[src/rtl/lii_pkg.sv]
// Shared LII constants and helpers.
//   LII_ID_W     : width of the src/dst stream identifiers
//   DROP_W       : width of the dropped-beat counter
//   DROP_SAT     : value the dropped-beat counter saturates at
//   drop_sat_add : saturating add of a small increment to the drop counter
package lii_pkg;

  localparam int                LII_ID_W = 8;
  localparam int                DROP_W   = 16;
  localparam logic [DROP_W-1:0] DROP_SAT = 16'hFFFF;

  // Increment is at most the number of phy channels (<= 4), so 3 bits suffice.
  function automatic logic [DROP_W-1:0] drop_sat_add(input logic [DROP_W-1:0] cnt,
                                                     input logic [2:0]        inc);
    logic [DROP_W:0] sum;
    sum = {1'b0, cnt} + {{(DROP_W-2){1'b0}}, inc};
    return sum[DROP_W] ? DROP_SAT : sum[DROP_W-1:0];
  endfunction

endpackage

[src/rtl/lii_in_demux_if.sv]
// Bus bundle between the LII phy channels, the demux and the kernel streams.
//   lii_in_*  : P phy channels (data, valid/ready, src/dst IDs)
//   k_*       : NIN kernel-side streams (data, valid/ready)
// master = phy/kernel environment side, slave = the demux.
interface lii_in_demux_if
  import lii_pkg::*;
#(
  parameter int NIN = 4,
  parameter int P   = 2,
  parameter int PW  = 64,
  parameter int DW  = 8
) ();

  logic [P*PW-1:0]       lii_in_tdata;
  logic [P-1:0]          lii_in_tvalid;
  logic [P-1:0]          lii_in_tready;
  logic [P*LII_ID_W-1:0] lii_in_src;
  logic [P*LII_ID_W-1:0] lii_in_dst;
  logic [NIN*DW-1:0]     k_tdata;
  logic [NIN-1:0]        k_tvalid;
  logic [NIN-1:0]        k_tready;

  modport master (
    output lii_in_tdata, lii_in_tvalid, lii_in_src, lii_in_dst, k_tready,
    input  lii_in_tready, k_tdata, k_tvalid
  );

  modport slave (
    input  lii_in_tdata, lii_in_tvalid, lii_in_src, lii_in_dst, k_tready,
    output lii_in_tready, k_tdata, k_tvalid
  );

endinterface

[src/rtl/lii_sync_fifo.sv]
// Single-clock FIFO for one kernel stream.
//   clk, rst_n      : clock, async active-low reset (empties the FIFO)
//   i_push, i_data  : write request/data; ignored while full
//   o_full          : no room for a push this cycle (a same-cycle pop does not help)
//   i_pop           : read request; ignored while empty
//   o_valid, o_data : head-of-queue present / head data (stable until popped)
module lii_sync_fifo #(
  parameter int DW    = 8,
  parameter int DEPTH = 4
) (
  input  logic          clk,
  input  logic          rst_n,
  input  logic          i_push,
  input  logic [DW-1:0] i_data,
  output logic          o_full,
  input  logic          i_pop,
  output logic          o_valid,
  output logic [DW-1:0] o_data
);

  localparam int AW = $clog2(DEPTH);

  // Pointers carry one extra MSB so full and empty are distinguishable.
  logic [AW:0]   r_wr;
  logic [AW:0]   r_rd;
  logic [DW-1:0] r_mem [DEPTH];
  logic          w_empty;
  logic          w_push_ok;
  logic          w_pop_ok;

  assign w_empty   = (r_wr == r_rd);
  assign o_full    = (r_wr[AW] != r_rd[AW]) && (r_wr[AW-1:0] == r_rd[AW-1:0]);
  assign w_push_ok = i_push & ~o_full;
  assign w_pop_ok  = i_pop & ~w_empty;
  assign o_valid   = ~w_empty;
  assign o_data    = r_mem[r_rd[AW-1:0]];

  // Read/write pointer update.
  always_ff @(posedge clk or negedge rst_n) begin
    if (!rst_n) begin
      r_wr <= '0;
      r_rd <= '0;
    end else begin
      if (w_push_ok) r_wr <= r_wr + {{AW{1'b0}}, 1'b1};
      if (w_pop_ok)  r_rd <= r_rd + {{AW{1'b0}}, 1'b1};
    end
  end

  // Storage write; contents need no reset since the pointers gate visibility.
  always_ff @(posedge clk) begin
    if (w_push_ok) r_mem[r_wr[AW-1:0]] <= i_data;
  end

endmodule

[src/rtl/lii_in_demux.sv]
// Demultiplexes P LII phy channels onto NIN kernel streams by destination ID.
//   aclk, arstn : clock, async active-low reset
//   bus         : phy channels in, kernel streams out (lii_in_demux_if slave)
//   ce          : kernel clock enable, low while a ready stream is empty
//   drop_count  : saturating count of beats with an unmapped dst
module lii_in_demux
  import lii_pkg::*;
#(
  parameter int         NIN      = 4,
  parameter int         P        = 2,
  parameter int         PW       = 64,
  parameter int         DW       = 8,
  parameter int         DEPTH    = 4,
  parameter logic [7:0] DST_BASE = 8'h00
) (
  input  logic              aclk,
  input  logic              arstn,
  lii_in_demux_if.slave     bus,
  output logic              ce,
  output logic [DROP_W-1:0] drop_count
);

  localparam int PTRW = (P > 1) ? $clog2(P) : 1;

  logic                r_rdy_en;     // low in reset and until the first edge after it
  logic [PTRW-1:0]     r_ptr [NIN];  // per-stream round-robin start channel
  logic [DROP_W-1:0]   r_drop;
  logic [LII_ID_W-1:0] w_idx [P];
  logic [P-1:0]        w_mapped;
  logic [P-1:0]        w_rdy;
  logic [P-1:0]        w_acc;
  logic [NIN-1:0]      w_push;
  logic [NIN-1:0]      w_full;
  logic [NIN-1:0]      w_kvalid;
  logic [DW-1:0]       w_push_data [NIN];
  logic [DW-1:0]       w_kdata [NIN];
  logic [PTRW-1:0]     w_grant [NIN];
  logic [2:0]          w_drop_inc;
  logic                w_unused;

  // src and the packing bits above DW carry nothing for the kernel.
  assign w_unused = ^{bus.lii_in_src, bus.lii_in_tdata};

  // Destination decode; the 8-bit wrap makes dst below DST_BASE look out of range.
  always_comb begin
    for (int p = 0; p < P; p++) begin
      w_idx[p]    = bus.lii_in_dst[p*LII_ID_W +: LII_ID_W] - DST_BASE;
      w_mapped[p] = (w_idx[p] < LII_ID_W'(NIN));
    end
  end

  // Per-stream round-robin. A channel is offered ready when no valid requester
  // for the same stream precedes it from the pointer; its own tvalid is not
  // consulted, so tready never depends on it.
  always_comb begin
    logic seen_v;
    int   ch_v;
    w_rdy = '0;
    for (int s = 0; s < NIN; s++) begin
      w_push[s]      = 1'b0;
      w_push_data[s] = '0;
      w_grant[s]     = r_ptr[s];
      seen_v         = 1'b0;
      for (int k = 0; k < P; k++) begin
        ch_v = int'(r_ptr[s]) + k;
        if (ch_v >= P) ch_v = ch_v - P;
        else           ch_v = ch_v;
        if (w_mapped[ch_v] && (w_idx[ch_v] == LII_ID_W'(s)) && !seen_v) begin
          w_rdy[ch_v] = r_rdy_en & ~w_full[s];
          if (bus.lii_in_tvalid[ch_v]) begin
            seen_v         = 1'b1;
            w_push[s]      = r_rdy_en & ~w_full[s];
            w_push_data[s] = bus.lii_in_tdata[ch_v*PW +: DW];
            w_grant[s]     = PTRW'(ch_v);
          end else begin
            seen_v = 1'b0;
          end
        end else begin
          seen_v = seen_v;
        end
      end
    end
    // Unmapped beats are always sunk.
    for (int p = 0; p < P; p++) begin
      if (!w_mapped[p]) w_rdy[p] = r_rdy_en;
      else              w_rdy[p] = w_rdy[p];
    end
  end

  assign w_acc              = bus.lii_in_tvalid & w_rdy;
  assign bus.lii_in_tready  = w_rdy;

  // Number of unmapped beats accepted this cycle.
  always_comb begin
    w_drop_inc = 3'd0;
    for (int p = 0; p < P; p++) begin
      if (w_acc[p] && !w_mapped[p]) w_drop_inc = w_drop_inc + 3'd1;
      else                          w_drop_inc = w_drop_inc;
    end
  end

  // Ready enable, round-robin pointers and drop counter.
  always_ff @(posedge aclk or negedge arstn) begin
    if (!arstn) begin
      r_rdy_en <= 1'b0;
      r_drop   <= '0;
      for (int s = 0; s < NIN; s++) r_ptr[s] <= '0;
    end else begin
      r_rdy_en <= 1'b1;
      r_drop   <= drop_sat_add(r_drop, w_drop_inc);
      for (int s = 0; s < NIN; s++) begin
        if (w_push[s]) begin
          r_ptr[s] <= (int'(w_grant[s]) == P - 1) ? '0 : w_grant[s] + PTRW'(1);
        end
      end
    end
  end

  genvar gs;
  generate
    for (gs = 0; gs < NIN; gs++) begin : g_stream
      lii_sync_fifo #(
        .DW    (DW),
        .DEPTH (DEPTH)
      ) u_fifo (
        .clk     (aclk),
        .rst_n   (arstn),
        .i_push  (w_push[gs]),
        .i_data  (w_push_data[gs]),
        .o_full  (w_full[gs]),
        .i_pop   (bus.k_tready[gs]),
        .o_valid (w_kvalid[gs]),
        .o_data  (w_kdata[gs])
      );
    end
  endgenerate

  // Pack stream heads onto the flat kernel data bus.
  always_comb begin
    for (int s = 0; s < NIN; s++) bus.k_tdata[s*DW +: DW] = w_kdata[s];
  end

  assign bus.k_tvalid = w_kvalid;
  assign ce           = ~|(bus.k_tready & ~w_kvalid);
  assign drop_count   = r_drop;

endmodule

[src/flat_wrapper.sv]
// flat-port wrapper written by rule: the top's interface ports become plain ports
module lii_in_demux_flat import lii_pkg::*;
#(
  parameter int         NIN      = 4,
  parameter int         P        = 2,
  parameter int         PW       = 64,
  parameter int         DW       = 8,
  parameter int         DEPTH    = 4,
  parameter logic [7:0] DST_BASE = 8'h00
)
  (aclk, arstn, ce, drop_count, bus_lii_in_tdata, bus_lii_in_tvalid, bus_lii_in_src, bus_lii_in_dst, bus_k_tready, bus_lii_in_tready, bus_k_tdata, bus_k_tvalid);
  lii_in_demux_if #(.NIN(NIN), .P(P), .PW(PW), .DW(DW)) bus_i ();
  input  logic aclk;
  input  logic arstn;
  output logic ce;
  output logic [DROP_W-1:0] drop_count;
  input wire logic [$bits(bus_i.lii_in_tdata)-1:0] bus_lii_in_tdata;
  input wire logic [$bits(bus_i.lii_in_tvalid)-1:0] bus_lii_in_tvalid;
  input wire logic [$bits(bus_i.lii_in_src)-1:0] bus_lii_in_src;
  input wire logic [$bits(bus_i.lii_in_dst)-1:0] bus_lii_in_dst;
  input wire logic [$bits(bus_i.k_tready)-1:0] bus_k_tready;
  output wire logic [$bits(bus_i.lii_in_tready)-1:0] bus_lii_in_tready;
  output wire logic [$bits(bus_i.k_tdata)-1:0] bus_k_tdata;
  output wire logic [$bits(bus_i.k_tvalid)-1:0] bus_k_tvalid;
  assign bus_i.lii_in_tdata = bus_lii_in_tdata;
  assign bus_i.lii_in_tvalid = bus_lii_in_tvalid;
  assign bus_i.lii_in_src = bus_lii_in_src;
  assign bus_i.lii_in_dst = bus_lii_in_dst;
  assign bus_i.k_tready = bus_k_tready;
  assign bus_lii_in_tready = bus_i.lii_in_tready;
  assign bus_k_tdata = bus_i.k_tdata;
  assign bus_k_tvalid = bus_i.k_tvalid;
  lii_in_demux #(.NIN(NIN), .P(P), .PW(PW), .DW(DW), .DEPTH(DEPTH), .DST_BASE(DST_BASE)) u_core (.aclk(aclk), .arstn(arstn), .bus(bus_i), .ce(ce), .drop_count(drop_count));
endmodule
[config.mk]
export PLATFORM = sky130hd
export DESIGN_NAME = lii_in_demux_flat
export DESIGN_NICKNAME = d
export VERILOG_FILES = /design/src/rtl/lii_pkg.sv /design/src/rtl/lii_in_demux_if.sv /design/src/rtl/lii_sync_fifo.sv /design/src/rtl/lii_in_demux.sv /design/src/flat_wrapper.sv
export SDC_FILE = /design/constraint.sdc
export NUM_CORES = 1
export LEC_CHECK = 0
export ABC_AREA = 1
export CORE_UTILIZATION = 40
export DETAILED_ROUTE_END_ITERATION = 10
export GPL_TIMING_DRIVEN = 0
export PLACE_DENSITY = 0.66
export SYNTH_ARGS = -nofsm -noshare
export SYNTH_HDL_FRONTEND = slang
export SYNTH_SLANG_ARGS = --single-unit
[constraint.sdc]
create_clock -name aclk -period 2.5 [get_ports aclk]
set_clock_uncertainty 0.2 [all_clocks]
set_input_delay 0.25 -clock aclk [delete_from_list [all_inputs] [get_ports aclk]]
set_output_delay 0.25 -clock aclk [all_outputs]
set_load 0.02 [all_outputs]
==> results of run 1 <==
[area by class of cell]
cell class	count	area [sq um]	area share, %
sequential	173	4970	42.1
inverter	98	394	3.34
clock inverter	13	131	1.11
tap	280	350	2.97
clock buffer	19	433	3.67
timing repair buffer	127	1180	9.97
multi-input combinational	650	4080	34.5
buffer	39	267	2.26
antenna	1	2.50	0.0212
[kinds of logic (layout without fill, tap and decap cells)]
family,Yosys count,in the layout
simple gates,367,367
flops,173,173
buf+inv,138,296
fa+ha+maj,24,24
other cells,1,2
compound gates,227,227
xor+xnor,31,31
[cells in the final DEF (no fill, tap or decap), types with 4 or more instances in the layout]
| cell | Yosys | routed |
|---|---|---|
| a21oi_1 | 24 | 23 |
| a22o_1 | 8 | 8 |
| a32o_1 | 4 | 4 |
| buf_2 | 13 | 4 |
| buf_4 | 4 | 39 |
| buf_6 | 0 | 11 |
| clkbuf_1 | 18 | 15 |
| clkbuf_16 | 0 | 17 |
| clkbuf_2 | 0 | 4 |
| clkdlybuf4s50_1 | 0 | 36 |
| clkinvlp_4 | 0 | 7 |
| dfrtp_1 | 45 | 44 |
| dlygate4sd2_1 | 0 | 43 |
| dlymetal6s2s_1 | 0 | 4 |
| edfxtp_1 | 128 | 128 |
| ha_1 | 23 | 21 |
| inv_1 | 91 | 77 |
| inv_2 | 6 | 14 |
| inv_6 | 0 | 4 |
| nand2_1 | 154 | 140 |
| nand2_2 | 5 | 15 |
| nand2_4 | 3 | 7 |
| nand3_1 | 43 | 28 |
| nand3_2 | 5 | 18 |
| nand3b_1 | 4 | 4 |
| nand4_1 | 5 | 5 |
| nor2_1 | 114 | 94 |
| nor2_2 | 8 | 11 |
| nor2_4 | 5 | 22 |
| nor3_1 | 8 | 4 |
| nor3_2 | 1 | 4 |
| o211ai_1 | 10 | 10 |
| o21ai_0 | 127 | 122 |
| o21ai_1 | 2 | 5 |
| o21ai_2 | 6 | 8 |
| o22ai_1 | 38 | 36 |
| xnor2_1 | 18 | 10 |
| xnor2_2 | 0 | 5 |
| xor2_1 | 12 | 11 |
[repair_timing]
| action | CTS | global route |
|---|---|---|
| gates cloned | 1 | 0 |
| hold endpoints to repair | 24 | 0 |
| hold buffers | 1 | 0 |
| setup buffers | 18 | 13 |
| pin swaps | 20 | 12 |
| gates resized for setup | 155 | 75 |
| setup endpoints to repair | 171 | 133 |
[worst max-delay path: stages, from the launching register on]
cell     delay (ns)
dfrtp_2        0.44
nand3_2        0.07
inv_2          0.05
ha_4           0.26
ha_4           0.12
inv_2          0.03
fa_2           0.36
nor2_4         0.13
nand2_4        0.07
nor2_4         0.12
nand3_2        0.10
nor2_4         0.18
buf_4          0.13
nand2_1        0.08
nor3_2         0.14
a21oi_1        0.06
[metrics by stage]
stage	total power, mW	worst slack [ns]	setup TNS, ns	hold WS (ns)	utilization (%)
after floorplan	6.27	-0.197	-2.12	-0.246	-
after global placement	7.91	-0.998	-111.68	0.276	47.5
after detailed placement	7.97	-0.997	-95.83	0.100	47.5
after CTS	10.5	-0.217	-2.84	0.183	52.0
after global routing	11.3	-0.274	-3.39	0.214	53.4
final	10.7	-0.156	-1.43	0.166	53.4
[routing by layer]
metal | global-route usage (%) | up-vias | routed length, um
met5 | 0 | - | 0
met4 | 5.63 | 0 | 297
met3 | 4.17 | 19 | 1340
met2 | 32.5 | 226 | 11400
met1 | 27.6 | 3564 | 10600
li1 | - | 3596 | -
[Yosys cell counts, drive strengths merged (2+ instances only)]
library cell / number
nand3: 49
nor3: 11
or2: 4
a32o: 4
nand3b: 4
clkbuf: 19
o211ai: 10
nand2: 163
a22o: 8
dfrtp: 45
buf: 21
and3: 2
nand4: 6
xor2: 13
o22ai: 39
o21ai: 136
edfxtp: 128
ha: 23
inv: 97
nor2: 128
xnor2: 18
a21oi: 25
[worst max path at each step]
stage,startpoint,endpoint,slack (ns),cells after the start
2_1_floorplan,bus_lii_in_dst[14],u_core.drop_count[14]$_DFF_PN0_,-0.20,18
3_3_place_gp,bus_lii_in_dst[6],u_core.drop_count[14]$_DFF_PN0_,-1.0,17
3_5_place_dp,bus_lii_in_dst[3],u_core.drop_count[3]$_DFF_PN0_,-1.0,17
4_1_cts,u_core.r_rdy_en$_DFF_PN0_,u_core.drop_count[12]$_DFF_PN0_,-0.22,16
5_1_grt,u_core.r_rdy_en$_DFF_PN0_,u_core.drop_count[12]$_DFF_PN0_,-0.27,15
6_report,u_core.r_rdy_en$_DFF_PN0_,u_core.drop_count[12]$_DFF_PN0_,-0.16,15
[registers in the layout, indices dropped and copies added, names as in the netlist]
signal	cells
u_core.g_stream.u_fifo.r_rd	12
u_core.g_stream.u_fifo.r_wr	12
u_core.drop_count	16
u_core.g_stream.u_fifo.r_mem	128
u_core.r_rdy_en	1
u_core.r_ptr	4
[power groups by stage]
stage	Sequential, mW	Combinational (mW)	Clock [mW]
2_1_floorplan	3.61	2.66	0
5_1_grt	3.60	5.02	2.70
6_report	3.58	4.60	2.56
3_3_place_gp	3.58	4.33	0
4_1_cts	3.55	4.39	2.58
3_5_place_dp	3.59	4.38	0
==> out/metrics.cfg, run 1 <==
[power_and_ir_drop]
ir_worst_vdd_v = 0.000550
power_switching_share_pct = 39.3
pwr-share-seq_pct = 33.3
power_switching_mw = 4.22
combinationalPowerShare_pct = 42.8
power_density_nw_per_um2 = 910
leakage_nw = 4.87
p_int_mw = 6.51
clkPwrFrac_pct = 23.9

[die]
dieArea_sq_um = 23400
num_rows = 54
core_sq_um = 22100
start_util_pct = 41.3
die_y_um = 153
pin_count = 223
die_w_um = 153

[timing]
max_freq_mhz = 377
period_minus_slack_ns = 2.66
hold_viol = 0
setup_ws_ns = -0.156
grt_setup_unrepaired = true
fin_crit_sh_pct = 106
finalSetupViolCount = 16
max_slew_margin_pct = 55.5
drv_slew = 0
tightest_slew_ns = 0.660

[logic_synthesis]
synth_compound_area_share_pct = 14.5
yosys_warnings = 0
synth-simple-area-share_pct = 18.5
ys_types = 52
yosys.area_share.adder_pct = 3.37
synth_top_area_cell = edfxtp_1
ys.flop_type = edfxtp_1
synth.top_cell.area_share_pct = 42.1
async_reset_ff_share_pct = 26.0
synth_area_leaders = edfxtp_1 (42%), dfrtp_1 (12%), o21ai_0 (7.0%)
syn_area_per_cell_sq_um = 9.50
netlist_instances = 961
synth_top_family_by_area = simple AND/OR/NAND/NOR gates
yosys_register_bits = 173
syn-cell-area_sq_um = 9130
synth_edf_count = 128
synth-xor-area-share_pct = 3.05
muxShareOfSynthArea_pct = 0
syn-num-nets = 1153
yosysSeqAreaShare_pct = 54.4

[drt]
drc = 0
drt_iter0_drc = 529
postRouteAntennaNets = 0
first_pass_iters = 5
vias = 7405
post_drt_wl_per_cell_um = 16.9
wirelength_um = 23600
via_per_inst = 5.29

[setup_path]
path_class = reg2reg
arrival_ns = 2.78
r2r-end = u_core.drop_count[12]$_DFF_PN0_
start_kind = flop
cp_max_fo = 4
r2r_start = u_core.r_rdy_en$_DFF_PN0_
endpoint_kind = flop
cp.required_ns = 2.62
r2r_cells = 15
r2r_slack_ns = -0.16

[clocking]
h-tree-depth = 4
path_clk_slew_ns = 0.07
cts.path.max_buffers = 2
cts_num_sinks = 173
cts_tree = yes
cts-root-buf = clkbuf_16
clkLatencyLatePin_ns = 0.43
cts-buffers-inserted = 17

[layout]
nets = 1298
fill_cells = 1949
drive_gt1_share_pct = 21.1
fin_area_sq_um = 11800
area_growth_pct = 29.2
layoutNonFillerInstCount = 1400

[placed_design]
placed_cell_area_sq_um = 10500
gp_congestion = 0.903
placed_cells = 1335
numPortBuffers = 93
hpwlAfterDp_um = 16100

[run]
drv_cap = 0

[min_path]
min_path_type = in2async

[outcome]
status = finished with violations
violations = setup timing

[global_routing]
antenna_found_initial = 1
grt_overflow = 0
grt_max_degree = 26
grt.total_usage_pct = 20.2
grt_pass1_wl_um = 36800
grt_pass1_vias = 6892

Note: power is estimated with default switching activity, not from simulation.
==> inputs of run 2 (changes only) <==
- MAX_ROUTING_LAYER: not set -> met4
==> run 2 against run 1 <==
The flow still finishes with violations (setup timing). Combinational power increased by 4%. Utilization increased by 0.28 points. Wire length increased by 1.8%. Clock power decreased by 2%. Count of clock-buffer cells in the layout increased by 6. Sequential power about the same. Register-to-register slack got worse by 0.06 ns. Critical path depth increased by 1. Cell area increased by 0.52%. Power increased by 1.3%. Global-route usage increased by 0.76 points. Setup slack got worse by 0.081 ns.
==> out/metrics.cfg, run 2 (synthesis results as in run 1) <==
[setup_path]
cp.required_ns = 2.67  ; +0.05 ns
crit_family = simple AND/OR/NAND/NOR gates
cp_cell_sequence = clkdlybuf4s50_1 > buf_6 > nand3_2 > inv_2 > ha_4 > ha_4 > inv_2 > fa_2 > nor2_4 > nand2_4 > nor2_4 > nand3_2 > nor2_4 > nand3_4 > buf_8 > nand3b_1
start_kind = input pin
max_stage_delay_ns = 0.47  ; +0.03 ns
endpoint_kind = flop
cp_max_fo = 10  ; +6
arrival_ns = 2.91  ; +0.13 ns
crit_buf_inv = 5  ; +2
path_class = in2reg
cp-startpoint = bus_lii_in_tvalid[1]
cpMostUsedCell = nor2_4
r2r_slack_ns = -0.22  ; -0.06 ns
critPathSlowestCell = clkdlybuf4s50_1
r2r_start = u_core.r_rdy_en$_DFF_PN0_

[layout]
drive_gt1_share_pct = 21.6  ; +0.52 points
nets = 1299  ; +0.077%
layout_common_cells = nand2_1 (138), edfxtp_1 (128), o21ai_0 (121)
largest_reg_flops = 128  ; unchanged
multi_input_area_sq_um = 4140  ; +1.6%
area_growth_pct = 29.9
fill_cells = 1944  ; -0.26%
final_common_cell = nand2_1
seq_area_sq_um = 4970  ; unchanged

[global_routing]
antenna_found_initial = 2  ; +1
grt_pass1_wl_um = 36900  ; +0.28%
grt_max_degree = 26  ; unchanged
grt_overflow = 0  ; unchanged
grt_pass1_vias = 6972  ; +1.2%
grt.total_usage_pct = 21.0  ; +0.76 points

[timing]
tns_ns = -3.17  ; -1.74 ns
max_freq_mhz = 365  ; -3.0%
fin_crit_sh_pct = 109  ; +3.2 points
period_minus_slack_ns = 2.74  ; +0.0809 ns
finalSetupViolCount = 16  ; unchanged
setup_ws_ns = -0.237  ; -0.0809 ns
drv_slew = 0  ; unchanged
max_slew_margin_pct = 55.3  ; -0.28 points
tightest_slew_ns = 0.664  ; +0.00411 ns
hold_viol = 0  ; unchanged
grt_setup_unrepaired = true

[power_and_ir_drop]
power_mw = 10.9  ; +1.3%
ir_worst_vdd_v = 0.000449  ; -18%
power_density_nw_per_um2 = 917  ; +0.77%
leakage_nw = 4.88  ; +0.17%

[die]
num_rows = 54  ; unchanged
die_w_um = 153  ; unchanged
start_util_pct = 41.3  ; unchanged
core_sq_um = 22100  ; unchanged
die_y_um = 153  ; unchanged
pin_count = 223  ; unchanged
dieArea_sq_um = 23400  ; unchanged

[drt]
drc = 0  ; unchanged
drt_iter0_drc = 491  ; -7.2%
vias = 7457  ; +0.70%
post_drt_wl_per_cell_um = 17.2  ; +1.7%
postRouteAntennaNets = 0  ; unchanged
via_per_inst = 5.32  ; +0.56%
first_pass_iters = 5  ; unchanged
wirelength_um = 24100  ; +1.8%

[outcome]
status = finished with violations
violations = setup timing

[clocking]
cts.path.max_buffers = 2  ; unchanged
cts_num_sinks = 173  ; unchanged
h-tree-depth = 4  ; unchanged
cts_tree = yes
path_clk_slew_ns = 0.07  ; about the same
clkLatencyLatePin_ns = 0.43  ; about the same
cts-root-buf = clkbuf_16
cts-buffers-inserted = 17  ; unchanged

[run]
drv_cap = 0  ; unchanged

[min_path]
min_path_type = in2async

[placed_design]
gp_congestion = 0.906  ; +0.31%
numPortBuffers = 93  ; unchanged
hpwlAfterDp_um = 16400  ; +1.7%

run 2: cell types whose count changed in the layout (fill, tap and decap cells not counted), sizes merged, moves of 2 or more:
cell,before,now
dlygate4sd2,43,35
clkinvlp,7,4
clkbuf,40,50
clkdlybuf4s15,4,7
clkinv,2,4
inv,101,96
run 2: per-layer routing:
layer,track usage [%],vias up,wire length [um]
li1,-,3602,-
met1,27.1,3569,10600
met2,33.3,246,11700
met3,3.57,40,1230
met4,7.26,0,497
met5,-,-,0
run 2: through the flow:
stage	std cells	utilization (%)	hold WS (ns)	setup slack, ns	cell area [sq um]
after floorplan	961	-	-0.246	-0.197	9200
after global placement	1334	47.5	0.275	-1.00	10500
after detailed placement	1335	47.5	0.115	-1.03	10500
after CTS	1381	51.8	0.185	-0.222	11500
after global routing	1402	53.7	0.218	-0.325	11900
final	1402	53.7	0.170	-0.237	11900
run 2: cell type report:
type,count,area share (%)
Timing Repair Buffer,128,10.0
Inverter,98,3.26
Antenna cell,2,0.0422
Multi-Input combinational cell,650,34.9
Buffer,39,2.31
Clock buffer,25,4.01
Sequential cell,173,41.9
Tap cell,280,2.95
Clock inverter,7,0.570
run 2: worst paths after layout:
kind / endpoint / cells after the start
worst max-delay path: u_core.drop_count[3]$_DFF_PN0_ / 16
worst min-delay path: u_core.drop_count[12]$_DFF_PN0_ / 2
worst max register to register: u_core.drop_count[3]$_DFF_PN0_ / 14
worst min register to register: u_core.g_stream[0].u_fifo.r_rd[2]$_DFFE_PN0P_ / 1
max in group asynchronous: u_core.g_stream[3].u_fifo.r_wr[2]$_DFFE_PN0P_ / 3
min in group aclk: u_core.g_stream[0].u_fifo.r_rd[2]$_DFFE_PN0P_ / 1
run 2: what timing repair did:
action | CTS | global route
hold buffers | 1 | 0
cloned | 1 | 0
resized for setup | 160 | 94
hold endpoints to repair | 24 | 0
pin swaps | 18 | 25
setup endpoints to repair | 163 | 132
buffers inserted | 12 | 20
run 2: where the power goes:
group	internal (mW)	switching, mW
clock network	1.42	1.08
logic	1.89	2.89
registers	3.34	0.243
total	6.66	4.22
